**src/rtl/fnd_scan_ctrl_pkg.sv**
```systemverilog
// Shared constants and types for the stopwatch FND scanner: segment codes,
// display geometry and the binary-to-BCD converter state encoding.
package fnd_scan_ctrl_pkg;

   localparam int NUM_DIGITS = 4;
   localparam int BIN_W      = 14;
   localparam int BCD_W      = 16;
   localparam int DP_BIT     = 7;

   localparam logic [BIN_W-1:0] MAX_VAL = 14'd9999;

   // Active-low segment codes, bit order {dp,g,f,e,d,c,b,a}
   localparam logic [7:0] SEG_0     = 8'hC0;
   localparam logic [7:0] SEG_1     = 8'hF9;
   localparam logic [7:0] SEG_2     = 8'hA4;
   localparam logic [7:0] SEG_3     = 8'hB0;
   localparam logic [7:0] SEG_4     = 8'h99;
   localparam logic [7:0] SEG_5     = 8'h92;
   localparam logic [7:0] SEG_6     = 8'h82;
   localparam logic [7:0] SEG_7     = 8'hF8;
   localparam logic [7:0] SEG_8     = 8'h80;
   localparam logic [7:0] SEG_9     = 8'h90;
   localparam logic [7:0] SEG_DASH  = 8'hBF;
   localparam logic [7:0] SEG_BLANK = 8'hFF;

   typedef enum logic [1:0] {
      C_IDLE  = 2'd0,
      C_SHIFT = 2'd1,
      C_DONE  = 2'd2
   } conv_state_t;

   function automatic logic [7:0] seg_code(input logic [3:0] digit);
      logic [7:0] code;
      case (digit)
         4'd0:    code = SEG_0;
         4'd1:    code = SEG_1;
         4'd2:    code = SEG_2;
         4'd3:    code = SEG_3;
         4'd4:    code = SEG_4;
         4'd5:    code = SEG_5;
         4'd6:    code = SEG_6;
         4'd7:    code = SEG_7;
         4'd8:    code = SEG_8;
         4'd9:    code = SEG_9;
         default: code = SEG_BLANK;
      endcase
      return code;
   endfunction

endpackage

```
**src/rtl/fnd_scan_ctrl_bin2bcd_seq.sv**
```systemverilog
// Sequential double-dabble converter: one shift/add-3 step per cycle, 14 steps,
// then a single C_DONE cycle in which the caller captures bcd_o.
module bin2bcd_seq
   import fnd_scan_ctrl_pkg::*;
(
   input  logic             clk100Mhz,
   input  logic             rst,
   input  logic             start_i,
   input  logic [BIN_W-1:0] bin_i,
   output logic             busy_o,
   output logic             done_o,
   output logic [BCD_W-1:0] bcd_o
);

   conv_state_t      state_q, state_d;
   logic [BIN_W-1:0] bin_q, bin_d;
   logic [BCD_W-1:0] bcd_q, bcd_d;
   logic [3:0]       cnt_q, cnt_d;
   logic [BCD_W-1:0] bcd_adj;

   always_ff @(posedge clk100Mhz or posedge rst) begin
      if (rst) begin
         state_q <= C_IDLE;
         bin_q   <= '0;
         bcd_q   <= '0;
         cnt_q   <= '0;
      end else begin
         state_q <= state_d;
         bin_q   <= bin_d;
         bcd_q   <= bcd_d;
         cnt_q   <= cnt_d;
      end
   end

   always_comb begin
      bcd_adj = bcd_q;
      for (int i = 0; i < NUM_DIGITS; i++) begin
         if (bcd_q[i*4 +: 4] >= 4'd5)
            bcd_adj[i*4 +: 4] = bcd_q[i*4 +: 4] + 4'd3;
      end
   end

   always_comb begin
      state_d = state_q;
      bin_d   = bin_q;
      bcd_d   = bcd_q;
      cnt_d   = cnt_q;
      case (state_q)
         C_IDLE: begin
            if (start_i) begin
               bin_d   = bin_i;
               bcd_d   = '0;
               cnt_d   = '0;
               state_d = C_SHIFT;
            end
         end
         C_SHIFT: begin
            {bcd_d, bin_d} = {bcd_adj[BCD_W-2:0], bin_q, 1'b0};
            cnt_d          = cnt_q + 4'd1;
            if (cnt_q == 4'(BIN_W - 1))
               state_d = C_DONE;
         end
         C_DONE:  state_d = C_IDLE;
         default: state_d = C_IDLE;
      endcase
   end

   assign busy_o = (state_q != C_IDLE);
   assign done_o = (state_q == C_DONE);
   assign bcd_o  = bcd_q;

endmodule

```
**src/rtl/fnd_scan_ctrl.sv**
```systemverilog
// Four-digit multiplexed FND driver for the stopwatch (SS.cc): samples the
// centisecond value on tick, converts it to BCD and scans one digit per tick.
module fnd_scan_ctrl
   import fnd_scan_ctrl_pkg::*;
(
   input  logic             clk100Mhz,
   input  logic             rst,
   input  logic             tick,
   input  logic [BIN_W-1:0] segData,
   input  logic             idle,
   output logic [7:0]       seg,
   output logic [3:0]       an
);

   logic [BIN_W-1:0] clamped;
   logic             conv_start;
   logic             conv_busy;
   logic             conv_done;
   logic [BCD_W-1:0] conv_bcd;

   logic [BCD_W-1:0] bcd_q, bcd_d;
   logic [1:0]       idx_q, idx_d;
   logic             started_q, started_d;
   logic [7:0]       seg_q, seg_d;
   logic [3:0]       an_q, an_d;
   logic [3:0]       digit;
   logic [7:0]       code;

   assign clamped    = (segData > MAX_VAL) ? MAX_VAL : segData;
   assign conv_start = tick & ~conv_busy;

   bin2bcd_seq u_bin2bcd (
      .clk100Mhz (clk100Mhz),
      .rst       (rst),
      .start_i   (conv_start),
      .bin_i     (clamped),
      .busy_o    (conv_busy),
      .done_o    (conv_done),
      .bcd_o     (conv_bcd)
   );

   always_ff @(posedge clk100Mhz or posedge rst) begin
      if (rst) begin
         bcd_q     <= '0;
         idx_q     <= '0;
         started_q <= 1'b0;
         seg_q     <= SEG_BLANK;
         an_q      <= 4'hF;
      end else begin
         bcd_q     <= bcd_d;
         idx_q     <= idx_d;
         started_q <= started_d;
         seg_q     <= seg_d;
         an_q      <= an_d;
      end
   end

   // Display register only changes in C_DONE, so a half-shifted value is never shown
   always_comb begin
      bcd_d = bcd_q;
      if (conv_done)
         bcd_d = conv_bcd;
   end

   always_comb begin
      digit = bcd_q[{idx_q, 2'b00} +: 4];
      code  = seg_code(digit);
      if (idle)
         code = SEG_DASH;
      else if (idx_q == 2'd2)
         code[DP_BIT] = 1'b0;
      else if ((idx_q == 2'd3) && (digit == 4'd0))
         code = SEG_BLANK;
   end

   // The tick cycle blanks all anodes; the new digit is driven on the following cycle
   always_comb begin
      idx_d     = idx_q;
      started_d = started_q;
      seg_d     = SEG_BLANK;
      an_d      = 4'hF;
      if (tick) begin
         idx_d     = idx_q + 2'd1;
         started_d = 1'b1;
      end else if (started_q) begin
         an_d  = ~(4'b0001 << idx_q);
         seg_d = code;
      end
   end

   assign seg = seg_q;
   assign an  = an_q;

endmodule

```
**config.mk**
```make
export PLATFORM = sky130hd
export DESIGN_NAME = fnd_scan_ctrl
export DESIGN_NICKNAME = d
export VERILOG_FILES = /design/src/rtl/fnd_scan_ctrl_pkg.sv /design/src/rtl/fnd_scan_ctrl_bin2bcd_seq.sv /design/src/rtl/fnd_scan_ctrl.sv
export SDC_FILE = /design/constraint.sdc
export NUM_CORES = 1
export LEC_CHECK = 0
export CAP_MARGIN = 20
export CELL_PAD_IN_SITES_DETAIL_PLACEMENT = 0
export CELL_PAD_IN_SITES_GLOBAL_PLACEMENT = 2
export CORE_MARGIN = 2
export CORE_UTILIZATION = 41
export DETAILED_ROUTE_END_ITERATION = 8
export PLACE_DENSITY = 0.83
export SYNTH_ARGS = -nofsm -noshare
export SYNTH_HDL_FRONTEND = slang
export SYNTH_SLANG_ARGS = --single-unit
```
**constraint.sdc**
```tcl
create_clock -name clk100Mhz -period 4.1 [get_ports clk100Mhz]
set_input_delay 0.615 -clock clk100Mhz [delete_from_list [all_inputs] [get_ports clk100Mhz]]
set_output_delay 0.615 -clock clk100Mhz [all_outputs]
set_load 0.02 [all_outputs]
```
### Yosys cells after proc, flatten, opt, wreduce, memory -nomap -nowiden

Memories as Yosys holds them, arrays and structs flattened.
Cells that the tools add are included.

* bits in registers: 67
* latch bits: 0
* RAM bits: 0
* memory bits (read-only): 112
* output and inout port bits: 12
* logic and storage cells: 62
* memories kept: 1

* add/subtract/negate cells: 6
* multiply operators: 0
* div/mod/pow operators: 0
* magnitude comparators: 5
* eq/ne operators: 7
* shift-type cells: 2
* mux-type cells: 22
* bitwise operators: 3
* reductions and logical operators: 7

Memory list
* (name not given): words 16, width 7, read ports 1, clocked after memory_dff 0, write ports 0, line fnd_scan_ctrl_pkg.sv:34 `case (digit)`

Operators with widths (number)
* 8-bit 2-to-1 mux: 4
* 16-bit one-hot mux with 2 select lines: 1
* 14-bit 2-to-1 mux: 2
* 14-bit one-hot mux with 2 select lines: 1
* 4-bit 2-to-1 mux: 6
* 4-bit by 3-bit >= comparator with 1-bit output (second input constant): 4
* 16-bit 2-to-1 mux: 1
* 16-bit by 5-bit variable part select with 4-bit output: 1
* 14-bit greater-than comparator (second input constant): 1
* 4-bit by 2-bit adder with 4-bit output (second input constant): 3
* 4-bit one-hot mux with 2 select lines: 1
* 7-bit 2-to-1 mux: 1
* 2-bit equality test (second input constant): 3
* 4-bit by 1-bit adder with 4-bit output (second input constant): 1
* 4-bit equality test (second input constant): 1
* 4-bit logical NOT: 1
* 2-bit 2-to-1 mux: 2
* 4-bit NOT: 1
* 2-bit one-hot mux with 2 select lines: 1
* 2-bit AND reduction: 2
* 2-bit nonzero test: 2
* 1-bit by 2-bit << shifter with 4-bit output (first input constant): 1
* 3-bit by 2-bit adder with 3-bit output (second input constant): 1
* 3-bit 2-to-1 mux: 1
* 9 further kinds: 9

### Depth between registers and ports, before layout

Gate-level depths: netlist of the first run.

* depth after elaboration: 8
* depth in mapped cells: 8
* depth with buffers taken out: 7

### Modules after synthesis

A second synthesis of the first run with hierarchy kept.

* cell total of the unflattened synthesis: 336
* area, all modules: 3729.8 um2

Modules (own cells, without submodules)
* bin2bcd_seq: times used 1, cells an instance 206, area an instance 2077.0 um2
* fnd_scan_ctrl: times used 1, cells an instance 130, area an instance 1652.8 um2

### Worst setup path after synthesis of the first run

OpenSTA, ideal clock, no wires.

* kind: flip-flop to flip-flop
* start: reg idx_q[0]
* end: reg seg_q[4], in the netlist seg[4]
* setup time: 0.064 ns
* arrival time: 1.909 ns
* data required time: 4.036 ns
* slack: 2.127 ns
* cell stages (with the launch flop): 8
* buffers on the path: 1
* period minus slack after synthesis: 1.973 ns
* cell sequence: dfrtp_1 -> buf_6 -> mux4_1 -> inv_1 -> ha_1 -> nand3b_1 -> a221o_1 -> nand3_1

* longest elaborated chain between the ends: 8

Ends and longest elaborated chain
* start, declared: line fnd_scan_ctrl.sv:22 `logic [1:0] idx_q, idx_d;`
* start signal, assigned: line fnd_scan_ctrl.sv:51 `idx_q <= idx_d;`
* parallel branches: the longest is 4 deep, another holds memory 16 x 7 bit
* 7-bit 2-to-1 mux *: line fnd_scan_ctrl.sv:70 `else if (idx_q == 2'd2)`
* 8-bit 2-to-1 mux *: line fnd_scan_ctrl.sv:68 `if (idle)`
* 8-bit 2-to-1 mux *: line fnd_scan_ctrl.sv:85 `end else if (started_q) begin`
* 8-bit 2-to-1 mux *: line fnd_scan_ctrl.sv:82 `if (tick) begin`
* net seg_d[4]: line fnd_scan_ctrl.sv:24 `logic [7:0] seg_q, seg_d;`
* end signal, assigned: line fnd_scan_ctrl.sv:53 `seg_q <= seg_d;`
* end, declared: line fnd_scan_ctrl.sv:24

Mark *: on every way through the listed nets, which the timed path passes.
A chain may end at the register's enable or synchronous reset.

### Final worst setup path of the first run

Ends and elaborated chain as after synthesis.

==> results.yml, run 1 <==
synthesis:
  synth_warnings: 0
  synth_top_area_share: 0.417
  ys.flop_type: "dfrtp_1"
  syn_avg_cell_area_um2: 10.9
  synthCells: 303
  synth_fp_nets: 341
  ys_top_cells_by_area: "dfrtp_1 42%, dfstp_2 9.6%, ha_1 7.6%"
  synth_top_area_cell: "dfrtp_1"
  syn_area_mm2: 0.00330
  synth-seq-cells: 67
  ys_seq_area_frac: 0.513
  async_flop_share: 1.00
  synth_cell_types: 42
  synth_edf_count: 0
worst_setup_path:
  reg2reg_slack_ns: 1.87
  crit_start: "idx_q[0]"
  crit_slowest_cell: "mux4_1"
  cp.arrival_ns: 2.52
  r2r-start: "idx_q[0]"
  worstPathRequired_ns: 4.39
  path_cells: "mux4_1 -> inv_1 -> ha_1 -> nand3b_1 -> a221o_1 -> nand3_1"
  crit_fanout: 12
  crit_end: "seg[4]"
  crit_type: "register to register"
  critPathMaxStageDelay_ns: 0.71
  reg2reg_to: "seg[4]"
  endpoint_kind: "register"
  ff2ff_path_depth: 6
  start_kind: "register"
place:
  placed_cells: 419
  port_buffers: 29
  dp_hpwl_um: 4460
  gp_congestion: 0.752
  placed_area_mm2: 0.00366
die:
  fp.dieH_um: 93.7
  io_pins: 30
  start_util: 0.425
  rows: 32
  die_x_um: 93.7
  dieArea_mm2: 0.00878
  core_mm2: 0.00777
power:
  pwr-share-seq: 0.368
  p_leak_nw: 1.72
  clkPwrFrac: 0.211
  p_per_area_mw_per_mm2: 826
  p_int_w: 0.00203
  power.total_w: 0.00323
  ir_worst_vdd_mv: 0.272
  swShare: 0.372
  p_comb_frac: 0.421
  p_switching_w: 0.00120
sta:
  fin_crit_ns: 2.23
  setup_viol: 0
  worstMarginPinSlew_ns: 0.918
  slew_viol_final: 0
  hold_viol: 0
  clock_skew_ns: 0.0113
  max_freq_mhz: 449
  relSlewSlack: 0.387
  period_share: 0.543
  grt_setup_unrepaired: "false"
  finalSetupTns_ns: 0
route:
  vias: 2299
  wl_um: 6370
  wl_per_cell_um: 14.6
  drtIter0Drc: 133
  drc: 0
  ant_nets: 0
  routed_via_density: 5.29
  firstDrtPassIters: 4
cts:
  cts_hold_buf: 0
  ctsResizeCount: 0
  htreeDepth: 3
  clkLatencyLatePin_ns: 0.35
  path_clk_slew_ns: 0.08
  cts_sinks: 67
  postCtsSetupRepairBufs: 0
  root_buffer: "clkbuf_8"
  cts_buffers: 9
  cts_tree: "done"
  clockBufferDepth: 2
global_route:
  grt_max_degree: 35
  grt_first_pass_wirelength_um: 10900
  grt_usage: 0.161
  grt-ovfl-total: 0
  antenna_found_initial: 0
  grt_pass1_vias: 2254
run:
  maxCapViolCount: 0
outcome:
  outcome: "completed"
cells_and_area:
  fin_util: 0.504
  layoutNonFillerInstCount: 435
  antenna_cells: 0
  fillCellCount: 739
  final_common_cell: "dfrtp_1"
  nets: 366
  fin_area_mm2: 0.00391
  drive_gt1_frac: 0.141
  synthToLayoutAreaGrowth_pct: 18.5
  final_cell_mix: "55 x dfrtp_1, 30 x nand2_1, 29 x clkdlybuf4s50_1"
min_path:
  hold_path_class: "register to register"
-- flip-flops by register name, summed over array words and instances (netlist names) --
register / count
an: 4
bcd_q: 16
started_q: 1
u_bin2bcd.state_q: 2
u_bin2bcd.bcd_o: 16
idx_q: 2
u_bin2bcd.cnt_q: 4
seg: 8
u_bin2bcd.bin_q: 14
-- cell usage after synthesis, drive strengths merged (3+ instances only) --
cell and instances:
a211oi 7, a21o 4, a21oi 12, a22o 7, a32o 4, clkbuf 16
dfrtp 55, dfstp 12, ha 20, inv 19, mux2 9, mux2i 5
mux4 4, nand2 30, nand2b 8, nand3 4, nor2 7, nor2b 3
nor3b 4, o21ai 34, o22ai 7, o31ai 5, or2 3, xnor2 4
-- routing by layer --
metal | up-vias | global-route usage | wire, um
met5 | - | 0 | 0
met3 | 10 | 0.0401 | 237
met1 | 1121 | 0.214 | 3100
met4 | 0 | 0.0652 | 93
li1 | 1126 | - | -
met2 | 42 | 0.253 | 2940
-- worst max-delay path: cells and delay by family (launching register included) --
| family | cells | cell delay (ns) |
|---|---|---|
| buf+inv | 1 | 0.14 |
| simple gates | 2 | 0.20 |
| mux | 1 | 0.71 |
| compound gates | 1 | 0.33 |
| flops | 1 | 0.61 |
| fa+ha+maj | 1 | 0.18 |
-- cell type report --
class | count | area, um^2 | area share
Tap cell | 102 | 128 | 0.0326
Inverter | 19 | 71.3 | 0.0182
Sequential cell | 67 | 1690 | 0.432
Multi-Input combinational cell | 199 | 1460 | 0.374
Clock inverter | 7 | 124 | 0.0317
Clock buffer | 9 | 124 | 0.0317
Timing Repair Buffer | 32 | 313 | 0.0799
-- worst min-delay path by stage --
stage	from	end	slack, ns	cells past startpoint
detailed placement	started_q	started_q	0.46	1
finish	started_q	started_q	0.47	1
floorplan	started_q	started_q	0.43	1
CTS	started_q	started_q	0.48	1
global placement	started_q	started_q	0.45	1
global route	started_q	started_q	0.50	1
-- power by group through the flow --
stage                     clock, W  combinational, W  sequential [W]
after floorplan                  0           0.00105         0.00118
after global placement           0           0.00137         0.00120
after detailed placement         0           0.00138         0.00121
after CTS                 0.000697           0.00138         0.00119
after global routing      0.000732           0.00155         0.00123
final                     0.000682           0.00136         0.00119
-- cell families after synthesis --
family,Yosys count,synth area share
flops,67,0.513
compound gates,89,0.175
xor+xnor,6,0.0159
fa+ha+maj,20,0.0758
simple gates,66,0.100
buf+inv,37,0.0447
mux,18,0.0754
-- stage by stage --
step / hold WS, ns / setup WS, ns
6_report: 0.472 / 1.87
5_1_grt: 0.495 / 1.67
4_1_cts: 0.478 / 1.86
3_5_place_dp: 0.455 / 1.69
3_3_place_gp: 0.450 / 1.73
2_1_floorplan: 0.431 / 1.82
(Power assumes the default switching activity.)
==> run 2, diff against run 1 <==
Settings changed: CORE_UTILIZATION 41 to 34, PLACE_DENSITY 0.83 to 0.73.
Clock period 4.1 ns to 1.8 ns, I/O delays scaled along.
==> results.yml, run 2 (synthesis results as in run 1) <==
sta:
  slew_viol_final: 0
  max_freq_mhz: 557
  worstMarginPinSlew_ns: 0.504
  period_share: 0.998
  clock_skew_ns: 0.00762
  layout_setup_ws_ns: 0.00344
  grt_setup_unrepaired: "true"
  relSlewSlack: 0.664
  finalSetupTns_ns: 0
  fin_crit_ns: 1.80
  hold_viol: 0
  setup_viol: 0
power:
  p_int_w: 0.00480
  p_comb_frac: 0.483
  clkPwrFrac: 0.167
  power.total_w: 0.00760
  ir_worst_vdd_mv: 0.533
  p_leak_nw: 1.85
  p_switching_w: 0.00280
  pwr-share-seq: 0.351
  swShare: 0.368
  p_per_area_mw_per_mm2: 1810
die:
  rows: 35
  dieArea_mm2: 0.0105
  start_util: 0.354
  die_x_um: 103
  fp.dieH_um: 103
  io_pins: 30
  core_mm2: 0.00933
global_route:
  grt_max_degree: 35
  grt-ovfl-total: 0
  grt_pass1_vias: 2421
  grt_first_pass_wirelength_um: 11600
  grt_usage: 0.144
  antenna_found_initial: 0
cts:
  cts_sinks: 67
  path_clk_slew_ns: 0.07
  clockBufferDepth: 2
  postCtsSetupRepairBufs: 0
  cts_buffers: 9
  cts_tree: "done"
  clkLatencyLatePin_ns: 0.34
  htreeDepth: 3
  root_buffer: "clkbuf_8"
route:
  drtIter0Drc: 91
  wl_um: 6710
  vias: 2411
  firstDrtPassIters: 4
  routed_via_density: 4.89
  wl_per_cell_um: 13.6
  ant_nets: 0
  drc: 0
worst_setup_path:
  r2r-start: "idx_q[0]"
  reg2reg_to: "seg[6]"
  crit_slowest_cell: "mux4_2"
  reg2reg_slack_ns: 0.003
  ff2ff_path_depth: 7
  endpoint_kind: "register"
  crit_type: "register to register"
  critPathMaxStageDelay_ns: 0.55
  crit_top_cell: "nand3b_1"
  start_kind: "register"
  worstPathRequired_ns: 2.05
  cp.arrival_ns: 2.04
  crit_fanout: 3
  path_cells: "mux4_2 -> inv_2 -> ha_4 -> nand3b_1 -> nand3b_1 -> a21oi_2 -> o31ai_1"
outcome:
  outcome: "completed"
place:
  pre_cts_slack_ns: -0.231
  dp_hpwl_um: 4910
  gp_congestion: 0.733
  port_buffers: 29
min_path:
  hold_end: "started_q"
  hold_path_startpoint: "started_q"
  hold_path_class: "register to register"
  worstHoldPathCells: 1
cells_and_area:
  nets: 398
  antenna_cells: 0
  fillCellCount: 909
  synthToLayoutAreaGrowth_pct: 27.0
  final_common_cell: "dfrtp_1"
  final_cell_mix: "55 x dfrtp_1, 32 x buf_4, 30 x nand2_1"
  drive_gt1_frac: 0.225
run:
  maxCapViolCount: 0
==> run 2: changes by cell type in the layout (fill, tap and decap cells not counted), moves of 2 or more <==
cell,before,now
a21oi_1,12,10
a21oi_2,0,2
buf_12,0,3
buf_4,3,32
bufinv_16,3,1
clkbuf_1,0,2
clkbuf_8,9,11
inv_1,18,16
inv_6,2,0
==> run 2: final cells by class <==
cell class	instances	area [um^2]	share of cell area
Clock buffer	13	159	0.0379
Clock inverter	2	35.0	0.00836
Inverter	19	75.1	0.0179
Multi-Input combinational cell	199	1480	0.353
Sequential cell	67	1690	0.404
Tap cell	129	161	0.0385
Timing Repair Buffer	64	591	0.141
==> run 2: worst max-delay path: cells and delay by family (launching register included) <==
kind,cells,cell delay (ns)
adder cells (fa/ha/maj),1,0.13
AO/OA/AOI/OAI,2,0.26
multiplexers,1,0.55
buffers and inverters,1,0.09
AND/OR/NAND/NOR,2,0.24
flip-flops,1,0.43
==> run 2: worst max path at each step <==
stage / startpoint / endpoint / cells past startpoint
CTS: idx_q[0] / seg[3] / 4
floorplan: idx_q[0] / seg[6] / 8
finish: idx_q[0] / seg[6] / 7
global placement: segData[6] / u_bin2bcd.bin_q[4] / 5
detailed placement: segData[6] / u_bin2bcd.bin_q[7] / 5
global route: idx_q[1] / seg[3] / 4
==> run 2: timing repair <==
action | CTS | global route
endpoints found under the setup margin | 6 | 10
hold buffers | 0 | 0
gates resized for setup | 0 | 2
pin swaps | 4 | 1
==> run 2: routing by layer <==
metal / vias to the layer above / GRT usage / share of wire
li1: 1190 / - / -
met1: 1168 / 0.186 / 0.48
met4: 0 / 0.0646 / 0.017
met3: 11 / 0.0271 / 0.030
met5: - / 0 / 0
met2: 42 / 0.237 / 0.47
==> run 2: power by group through the flow <==
stage	registers, W	logic [W]	clock network (W)
floorplan	0.00270	0.00243	0
global placement	0.00269	0.00367	0
detailed placement	0.00270	0.00370	0
CTS	0.00267	0.00371	0.00131
global route	0.00275	0.00414	0.00137
finish	0.00266	0.00367	0.00127
==> run 2: stage by stage <==
step	utilization	area (um^2)	cells	hold slack, ns
after floorplan	-	3310	303	0.322
after global placement	0.428	3990	478	0.445
after global routing	0.449	4190	493	0.496
after detailed placement	0.428	3990	478	0.451
final	0.449	4190	493	0.474
after CTS	0.448	4180	493	0.474
==> patch 1, RTL diff (flow settings as in run 1) <==
The 3 states of `conv_state_t` get a one-hot encoding in 3 bits.
--- a/src/rtl/fnd_scan_ctrl_pkg.sv
+++ b/src/rtl/fnd_scan_ctrl_pkg.sv
@@ -25,6 +25,6 @@
 
-   typedef enum logic [1:0] {
-      C_IDLE  = 2'd0,
-      C_SHIFT = 2'd1,
-      C_DONE  = 2'd2
+   typedef enum logic [2:0] {
+      C_IDLE  = 3'b001,
+      C_SHIFT = 3'b010,
+      C_DONE  = 3'b100
    } conv_state_t;
Behaviour: no difference found for any inputs over 10 cycles, from zero or initial values and one cycle with rst high; not proved beyond that.
==> patch 1 against run 1 <==
Global-route usage is essentially flat. Critical path type unchanged. Power down 32%. Setup slack worse by 0.087 ns. Wire length down 1.1%. Clock skew is 0.0039 ns lower. Final area is 2.5% higher. Worst hold slack improved by 0.0070 ns. Synthesized area is 2.4% higher. Core utilization fell by 0.82 points. Highest routed layer unchanged. Critical path depth stayed put. Largest cell class unchanged. Sequential cell count up 1. Non-clock buffer count up 4. First-iteration DRC count shrank 32%. Sequential share of layout area shrank 0.40 points.
==> patch 1: results (changes against run 1) <==
clock-skew-final_ns: 0.00737  # was 0.0113 ns
cts_buffers: 9  # unchanged
yosysUniqueCellTypes: 44  # was 42
peakVddDrop_mv: 0.315  # was 0.272 mV
pwr-share-seq_pct: 42.7  # was 36.8%
powerComb_w: 0.000711  # was 0.00136 W
drt_first_pass_iters: 4  # unchanged
p_switching_w: 0.000778  # was 0.00120 W
critPathMaxStageDelay_ns: 0.72
drt_iter0_drc: 91  # was 133
hold_path_depth: 1  # unchanged
synthTopCellsByCount: "dfrtp_1 (55), inv_1 (27), o21ai_0 (23), ha_1 (20), nand2_1 (20)"  # was dfrtp_1 (55), nand2_1 (30), o21ai_0 (27), ha_1 (20), inv_1 (19)
dp_cells: 432  # was 419
slew_headroom_pct: 69.2  # was 38.7%
place_hpwl_um: 4410  # was 4460 um
cts_root_buffer: "clkbuf_8"  # unchanged
clock_latency_ns: 0.34
rrSetupSlack_ns: 1.79  # was 1.87 ns
post_drt_via_cell_ratio: 5.18  # was 5.29
syn_area_per_cell_um2: 11.1  # was 10.9 um2
grt_max_degree: 49  # was 35
wl_per_cell_um: 14.0  # was 14.6 um
synth_warnings: 0  # unchanged
power.density_nw_per_um2: 552  # was 826 nW/um2
power.leakage_nw: 1.70  # was 1.72 nW
critical_path_class: "reg2reg"  # unchanged
fin_nets: 377  # was 366
cpLargestDelayFamily: "multiplexers"  # unchanged
clk_path_buf_depth: 2  # unchanged
hold_end: "started_q"  # unchanged
cp.arrival_ns: 2.60  # was 2.52 ns
path_max_fanout: 11  # was 12
grt_pass1_vias: 2258  # was 2254
port_buffers: 29  # unchanged
hp-class: "reg2reg"  # unchanged
gp_congestion: 0.750  # was 0.752
place_ws_ns: 1.57  # was 1.69 ns
drive_gt1_share_pct: 17.4  # was 14.1%
grt_pass1_wl_um: 11100  # was 10900 um
ys_seq_area_share_pct: 50.8  # was 51.3%
drt-total-wl_um: 6300  # was 6370 um
gr-usage-all-layers_pct: 16.1  # about the same
antenna_found_initial: 0  # unchanged
reg2reg_to: "seg[4]"  # unchanged
synth_fp_nets: 343  # was 341
synth.area.top_cells: "dfrtp_1 (41%), dfstp_2 (10%), ha_1 (7.4%)"  # was dfrtp_1 (42%), dfstp_2 (9.6%), ha_1 (7.6%)
run_status: "finished clean"  # unchanged
patch 1: cell type report:
| class | count | area [um2] |
|---|---|---|
| Fill cell | 766 | 4080 |
| Inverter | 27 | 101 |
| Timing Repair Buffer | 36 | 355 |
| Tap cell | 105 | 131 |
| Multi-Input combinational cell | 197 | 1500 |
| Sequential cell | 68 | 1720 |
| Clock buffer | 10 | 138 |
| Clock inverter | 6 | 63.8 |
patch 1: logic make-up (layout without fill, tap and decap cells):
logic type,Yosys count,count (layout),share of synthesized area [%]
xor+xnor,8,8,2.07
mux,25,25,9.92
compound gates,75,75,13.9
buf+inv,40,79,4.70
fa+ha+maj,20,20,7.40
simple gates,69,69,11.1
flops,68,68,50.8
patch 1: worst max-delay path by stage:
stage                        start            endpoint  slack (ns)  cells past startpoint
final                     idx_q[0]              seg[4]        1.79                      6
after global routing      idx_q[0]              seg[6]        1.56                      7
after global placement        tick  u_bin2bcd.cnt_q[3]        1.63                      7
after CTS                 idx_q[0]              seg[6]        1.76                      7
after floorplan                rst            bcd_q[0]        1.80                      1
after detailed placement      tick  u_bin2bcd.bin_q[6]        1.57                      7
patch 1: metal layers:
| metal | global-route usage [%] | routed length [um] |
|---|---|---|
| met1 | 20.8 | 2940 |
| met2 | 26.1 | 2990 |
| met3 | 3.43 | 245 |
| met4 | 7.25 | 126 |
| met5 | 0 | 0 |
patch 1: metrics by stage:
stage	hold WS (ns)	instance area [um2]
6_report	0.479	4010
5_1_grt	0.498	4010
4_1_cts	0.485	3990
3_5_place_dp	0.472	3790
3_3_place_gp	0.444	3790
2_1_floorplan	0.431	3380
==> patch 2, RTL diff (config.mk and constraints of run 1) <==
Without the edit above. The package constant `MAX_VAL` goes from 14'd9999 to 14'd4999.
--- a/src/rtl/fnd_scan_ctrl_pkg.sv
+++ b/src/rtl/fnd_scan_ctrl_pkg.sv
@@ -9,3 +9,3 @@
 
-   localparam logic [BIN_W-1:0] MAX_VAL = 14'd9999;
+   localparam logic [BIN_W-1:0] MAX_VAL = 14'd4999;
 
Formal check against the unedited RTL: same outputs for any inputs over 10 cycles, from zero or initial values and one cycle with rst high; that may be too few to reach the edited logic, so the function may still have changed.
==> patch 2 against run 1 <==
Core utilization fell by 0.81 points. Clock skew fell by 0.0028 ns. Synthesized area fell by 1.1%. Final area decreased by 2.1%. Wire length increased by 1.3%. Setup slack got worse by 0.0090 ns. Highest routed layer unchanged. Power is 6.6% lower. Final cell count grew 0.92%. Sequential cell count did not move.
==> patch 2: results (changes against run 1) <==
num-clock-buffers: 13  # was 9
routed-wl-met2_um: 3100  # was 2940 um
place_area_um2: 3650  # was 3660 um2
clock-skew-final_ns: 0.00849  # was 0.0113 ns
wl_met3_um: 195  # was 237 um
drt_iter0_drc: 58  # was 133
post_cts_buffers: 0  # unchanged
synth_warnings: 0  # unchanged
ys_seq_area_share_pct: 51.8  # was 51.3%
num-nonclk-buffers: 33  # was 32
fin_nets: 370  # was 366
antenna_cells: 0  # unchanged
path_clk_slew_ns: 0.07
synth.area.mux_share_pct: 7.67  # was 7.54%
wl_per_cell_um: 14.7  # was 14.6 um
critPathMaxStageDelay_ns: 0.71  # about the same
yosysUniqueCellTypes: 41  # was 42
place_ws_ns: 1.79  # was 1.69 ns
core_um2: 7730  # was 7770 um2
clk_share_pct: 4.28  # was 6.33%
peakVddDrop_mv: 0.267  # was 0.272 mV
fin_hold_ws_ns: 0.473  # was 0.472 ns
startpoint_type: "flip-flop"  # unchanged
synth.area.top_cells: "dfrtp_1 (42%), dfstp_2 (9.7%), ha_1 (7.7%)"  # was dfrtp_1 (42%), dfstp_2 (9.6%), ha_1 (7.6%)
path_max_fanout: 12  # unchanged
grt_pass1_wl_um: 10900  # about the same
run_status: "finished clean"  # unchanged
multi_input_area_share_pct: 37.9  # was 37.4%
slowest_stage: "mux4_1"  # unchanged
gp_congestion: 0.732  # was 0.752
synthAdderAreaFrac_pct: 7.67  # was 7.58%
num_vias: 2278  # was 2299
synth_fp_nets: 339  # was 341
port_buffers: 29  # unchanged
gr-usage-all-layers_pct: 16.4  # was 16.1%
power.leakage_nw: 1.65  # was 1.72 nW
slew_headroom_pct: 38.6  # was 38.7%
synth_xor_area_share_pct: 1.88  # was 1.59%
synth-compound-area-share_pct: 16.3  # was 17.5%
cts_root_buffer: "clkbuf_8"  # unchanged
syn_area_per_cell_um2: 10.8  # was 10.9 um2
grt_pass1_vias: 2237  # was 2254
place_hpwl_um: 4540  # was 4460 um
fin_cells: 439  # was 435
synthTopCellsByCount: "dfrtp_1 (55), nand2_1 (33), o21ai_0 (30), ha_1 (20), inv_1 (17)"  # was dfrtp_1 (55), nand2_1 (30), o21ai_0 (27), ha_1 (20), inv_1 (19)
wl_met1_um: 3010  # was 3100 um
grt_max_degree: 49  # was 35
clock.fmax_mhz: 447  # was 449 MHz
num-multi-input-gates: 204  # was 199
fillers: 748  # was 739
dp_cells: 422  # was 419
drt_first_pass_iters: 4  # unchanged
nonClkBufAreaFrac_pct: 8.69  # was 7.99%
drive_gt1_share_pct: 13.6  # was 14.1%
cp.arrival_ns: 2.51  # was 2.52 ns
cpLargestDelayFamily: "multiplexers"  # unchanged
inverters_excl_clock: 17  # was 19
fin_util_pct: 49.6  # was 50.4%
## patch 2: worst reg2reg max path, stage by stage, from the launching register on
cell	delay, ns
dfrtp_1	0.60
mux4_1	0.71
inv_1	0.14
ha_1	0.18
nand3b_1	0.13
a221o_1	0.33
nand3_1	0.08
## patch 2: logic make-up (layout without fill, tap and decap cells)
| group | count (synthesis) | count (layout) |
|---|---|---|
| AO/OA/AOI/OAI | 85 | 85 |
| XOR/XNOR | 7 | 7 |
| adder cells (fa/ha/maj) | 20 | 20 |
| buffers and inverters | 30 | 66 |
| flip-flops | 67 | 67 |
| multiplexers | 18 | 18 |
| AND/OR/NAND/NOR | 74 | 74 |
## patch 2: routing by layer
metal,global-route usage [%],vias up
met5,0,-
met4,8.21,0
met3,3.22,12
met2,26.4,37
met1,21.1,1102
li1,-,1127
## patch 2: report_power, final
part	internal [W]	total (W)	switching, W
clock	0.000234	0.000464	0.000231
combinational	0.000633	0.00135	0.000717
sequential	0.000979	0.00120	0.000224
